--- src/rtl/gf256_pkg.sv ---
// Shared GF(2^8) types and constants for the Reed-Solomon datapath blocks.
package gf256_pkg;

    localparam logic [8:0] GF_POLY   = 9'h11D;
    localparam int         EXP_STEPS = 7;

    typedef logic [7:0] gf_elem_t;

    typedef enum logic [1:0] {
        IDLE,
        EXP,
        FINAL,
        DONE
    } state_t;

endpackage

--- src/rtl/gf256_mul_comb.sv ---
// Combinational GF(2^8) multiply: carry-less 8x8 product reduced modulo POLY.
module gf256_mul_comb
    import gf256_pkg::*;
#(
    parameter logic [8:0] POLY = GF_POLY
) (
    input  gf_elem_t a,
    input  gf_elem_t b,
    output gf_elem_t p
);

    logic [14:0] prod;

    always_comb begin
        prod = '0;
        for (int i = 0; i < 8; i++) begin
            if (b[i]) begin
                prod = prod ^ (15'(a) << i);
            end
        end
        // Fold the high terms down from the top so each step clears bit i.
        for (int i = 14; i >= 8; i--) begin
            if (prod[i]) begin
                prod = prod ^ (15'(POLY) << (i - 8));
            end
        end
        p = prod[7:0];
    end

endmodule

--- src/rtl/gf256_div_seq.sv ---
// Sequential GF(2^8) divider q = a * b^254; fixed 8-clock latency from accept to out_valid.
// One operation in flight; result held in DONE until out_ready, then IDLE the following cycle.
module gf256_div_seq
    import gf256_pkg::*;
#(
    parameter logic [8:0] POLY = GF_POLY
) (
    input  logic       clk,
    input  logic       reset,
    input  logic       in_valid,
    output logic       in_ready,
    input  logic [7:0] in_a,
    input  logic [7:0] in_b,
    output logic       out_valid,
    input  logic       out_ready,
    output logic [7:0] out_q,
    output logic       out_div_by_zero,
    output logic       busy
);

    state_t     state;
    gf_elem_t   a_r;
    gf_elem_t   x;
    gf_elem_t   acc;
    gf_elem_t   x_sq;
    gf_elem_t   m1_a;
    gf_elem_t   m1_b;
    gf_elem_t   m1_p;
    logic [2:0] step;
    logic       zflag;

    assign in_ready = (state == IDLE);
    assign busy     = (state != IDLE);

    // Second multiplier accumulates acc*x^2 during EXP and forms a*b^-1 in FINAL.
    assign m1_a = (state == FINAL) ? a_r : acc;
    assign m1_b = (state == FINAL) ? acc : x_sq;

    gf256_mul_comb #(.POLY(POLY)) u_sq (
        .a (x),
        .b (x),
        .p (x_sq)
    );

    gf256_mul_comb #(.POLY(POLY)) u_mul (
        .a (m1_a),
        .b (m1_b),
        .p (m1_p)
    );

    always_ff @(posedge clk) begin
        if (reset) begin
            state           <= IDLE;
            out_valid       <= 1'b0;
            out_q           <= 8'h00;
            out_div_by_zero <= 1'b0;
            a_r             <= 8'h00;
            x               <= 8'h00;
            acc             <= 8'h00;
            step            <= 3'd0;
            zflag           <= 1'b0;
        end else begin
            case (state)
                IDLE: begin
                    if (in_valid) begin
                        a_r   <= in_a;
                        x     <= in_b;
                        acc   <= 8'h01;
                        step  <= 3'd0;
                        zflag <= (in_b == 8'h00);
                        state <= EXP;
                    end
                end
                EXP: begin
                    // After k steps acc = b^(2+4+..+2^k); seven steps give b^254.
                    x    <= x_sq;
                    acc  <= m1_p;
                    step <= step + 3'd1;
                    if (step == 3'(EXP_STEPS - 1)) begin
                        state <= FINAL;
                    end
                end
                FINAL: begin
                    out_q           <= zflag ? 8'h00 : m1_p;
                    out_div_by_zero <= zflag;
                    out_valid       <= 1'b1;
                    state           <= DONE;
                end
                DONE: begin
                    if (out_ready) begin
                        out_valid <= 1'b0;
                        state     <= IDLE;
                    end
                end
                default: state <= IDLE;
            endcase
        end
    end

endmodule

--- config.mk ---
export PLATFORM = sky130hd
export DESIGN_NAME = gf256_div_seq
export DESIGN_NICKNAME = d
export VERILOG_FILES = /design/src/rtl/gf256_pkg.sv /design/src/rtl/gf256_mul_comb.sv /design/src/rtl/gf256_div_seq.sv
export SDC_FILE = /design/constraint.sdc
export NUM_CORES = 1
export LEC_CHECK = 0
export CAP_MARGIN = 15
export CORE_MARGIN = 2
export CORE_UTILIZATION = 70
export CTS_CLUSTER_DIAMETER = 80
export CTS_CLUSTER_SIZE = 25
export DETAILED_ROUTE_END_ITERATION = 8
export DONT_BUFFER_PORTS = 1
export GPL_TIMING_DRIVEN = 1
export HOLD_SLACK_MARGIN = 0.1
export PLACE_DENSITY = 0.92
export SETUP_SLACK_MARGIN = 0.02
export SLEW_MARGIN = 20
export SYNTH_ARGS = -nofsm -noshare
export SYNTH_HDL_FRONTEND = slang
export SYNTH_SLANG_ARGS = --single-unit
--- constraint.sdc ---
create_clock -name clk -period 4.4 [get_ports clk]
set_input_delay 0.88 -clock clk [delete_from_list [all_inputs] [get_ports clk]]
set_output_delay 0.88 -clock clk [all_outputs]
set_load 0.01 [all_outputs]
==> results_dict.tcl <==
set metrics [dict create \
    nets 414 \
    drcViolationCount 0 \
    finalCriticalPeriod_ns 3.39 \
    antenna_found_initial 0 \
    cts.path.max_buffers 2 \
    most-common-layout-cells "nand2_1, nor2_1, dfxtp_1" \
    synthFlopType "dfxtp_1" \
    setup_tns_ns 0 \
    status "completed" \
    initial_core_util_pct 72.8 \
    synthArstFlopShare_pct 0 \
    crit_arrival_ns 3.63 \
    start_kind "register" \
    p_leak_nw 1.34 \
    hold_class "reg2reg" \
    place_hpwl_mm 6.54 \
    min_period_over_period_pct 77.1 \
    io_pins 32 \
    grt_pass1_wl_mm 14.9 \
    cp-end-kind "register" \
    drive_gt1_share_pct 7.46 \
    antennaDiodeCount 0 \
    cts_buffers 5 \
    synth-warning-count 0 \
    synth_enable_flop_cells 0 \
    globalRouteTotalUtil_pct 36.2 \
    h-tree-depth 2 \
    worstPathMaxFanout 71 \
    rsz0062_at_grt "false" \
    netlist_area_sq_um 3460 \
    ys_seq_elements 40 \
    drt-wirelength-per-cell_microns 20.0 \
    hold_violations 0 \
    holdWs_ns 0.526 \
    wirelength_mm 9.12 \
    hold_buffers 0 \
    area_growth_pct 2.31 \
    p_per_area_nw_per_um2 913 \
    cts_tree "built" \
    dp_slack_ns 1.08 \
    drt_iter0_markers 471 \
    grt_max_degree 72 \
    setup_viol 0 \
    cap_violations 0 \
    synth_nets 436 \
    cts_setup_buffers 0 \
    mostFrequentLayoutCell "nand2_1" \
    avgSynthCellArea_sq_um 8.44 \
    first_pass_iters 5 \
    synthCells 410 \
    gp_congestion 1.04 \
    die_h_microns 74.3 \
    fin_ws_ns 1.01 \
    routed_via_density 6.84 \
    grt_pass1_vias 2961 \
    ir_worst_vdd_mv 0.602 \
    slew_viol_final 0 \
    cts_root_buf "clkbuf_8" \
    slew_headroom_pct 35.4 \
    worst_slew_pin_slew_ns 0.970 \
    fp.coreArea_sq_um 4750 \
    clock-sinks 40 \
    synth_cell_types 48 \
    clock.fmax_mhz 295 \
    finClkSkew_ns 0.00659 \
    route.antenna.remaining_nets 0 \
    rows 25 \
    clk_pin_slew_ns 0.08 \
    clock_latency_ns 0.30 \
    cp.required_ns 4.63 \
    crit_type "reg2reg" \
    overflow 0 \
    yosysSeqAreaShare_pct 23.1 \
    portBuffers 0 \
    vias 3117 \
    cts_resized 0 \
    die_area_sq_um 5520 \
    die_x_microns 74.3 \
]
[metrics by stage]
step	utilization (%)	std cells	power, mW	instance area (sq um)
6_report	74.5	456	3.23	3540
3_5_place_dp	72.2	448	2.85	3430
5_1_grt	74.5	456	3.41	3540
3_3_place_gp	72.2	448	2.78	3430
4_1_cts	74.5	456	3.18	3540
2_1_floorplan	-	410	2.42	3460
[kinds of logic (layout without fill, tap and decap cells)]
kind of cell	Yosys count	after routing	synth area share, %
and+or+nand+nor	126	126	15.4
AOI/OAI and AO/OA	108	108	22.4
xor gates and xnor gates	71	71	26.2
buffers and inverters	42	21	5.60
DFF	40	40	23.1
muxes	17	17	5.13
adders and majority gates	6	6	2.17
[path summary, 6_finish.rpt]
path,startpoint,to,slack (ns),cells after the start
worst min register to register,out_q[6]$_SDFFE_PP0P_,out_q[6]$_SDFFE_PP0P_,0.53,2
worst max-delay path,state[0]$_SDFFE_PP0P_,acc[4]$_SDFFE_PP0P_,1.01,11
worst max register to register,state[0]$_SDFFE_PP0P_,acc[4]$_SDFFE_PP0P_,1.01,11
worst min-delay path,out_q[6]$_SDFFE_PP0P_,out_q[6]$_SDFFE_PP0P_,0.53,2
[worst max-delay path, cell delays in order (launching register included)]
cell and delay (ns):
dfxtp_1 0.34, inv_1 0.09, ha_2 0.21, buf_12 0.28, and2_0 0.34, a22oi_1 0.16
xor2_1 0.19, xnor2_1 0.32, xnor3_2 0.42, xor3_2 0.43, xnor3_1 0.37, o21ai_1 0.15
[sequential cells by signal (all words and copies together), names as in the netlist]
name             cells
a_r                  8
acc                  8
out_div_by_zero      1
out_q                8
out_valid            1
state                2
step                 3
x                    8
zflag                1
[layer usage]
layer,vias up,global-route usage (%),share of wire [%]
met5,-,0,0
met4,0,16.9,4.6
met3,51,7.86,9.9
met2,233,59.1,48
met1,1433,45.9,38
li1,1400,-,-
[where the power goes]
group,internal (mW),switching (mW),total [mW]
clock network,0.168,0.141,0.309
registers,0.474,0.217,0.691
logic,1.01,1.22,2.24
[layout make-up]
class	count	area (sq um)
tap	67	83.8
sequential	40	801
timing repair buffer	4	42.5
inverter	9	33.8
clock buffer	5	68.8
clock inverter	3	42.5
multi-input combinational	328	2470
fill	321	1210
[synthesized netlist by cell type (2+ instances only)]
library cell	instances	share of area [%]
buf_6	3	0.98
a22o_1	7	1.8
xnor2_1	31	7.8
xor2_1	17	4.3
nand3_1	5	0.72
mux2i_1	11	3.2
clkbuf_1	17	1.8
o211ai_1	11	2.4
a32oi_1	16	4.0
dfxtp_1	40	23
and2_1	2	0.36
a21o_1	7	1.5
a32o_1	3	0.87
nor2b_1	8	1.4
xor2_2	2	0.94
buf_1	4	0.43
o21ai_1	2	0.29
buf_2	8	1.2
a21oi_1	21	3.0
a211oi_1	7	1.5
nor2_1	42	4.6
and3_1	2	0.36
o21ai_0	12	1.7
inv_1	9	0.98
a221oi_1	2	0.51
nor3_1	2	0.29
ha_1	6	2.2
nand2b_1	5	0.90
xnor2_2	4	1.9
xnor3_1	14	9.1
nor4_1	2	0.36
mux2_2	6	2.0
a22oi_1	11	2.4
nand2_1	57	6.2
(Power assumes the default switching activity.)
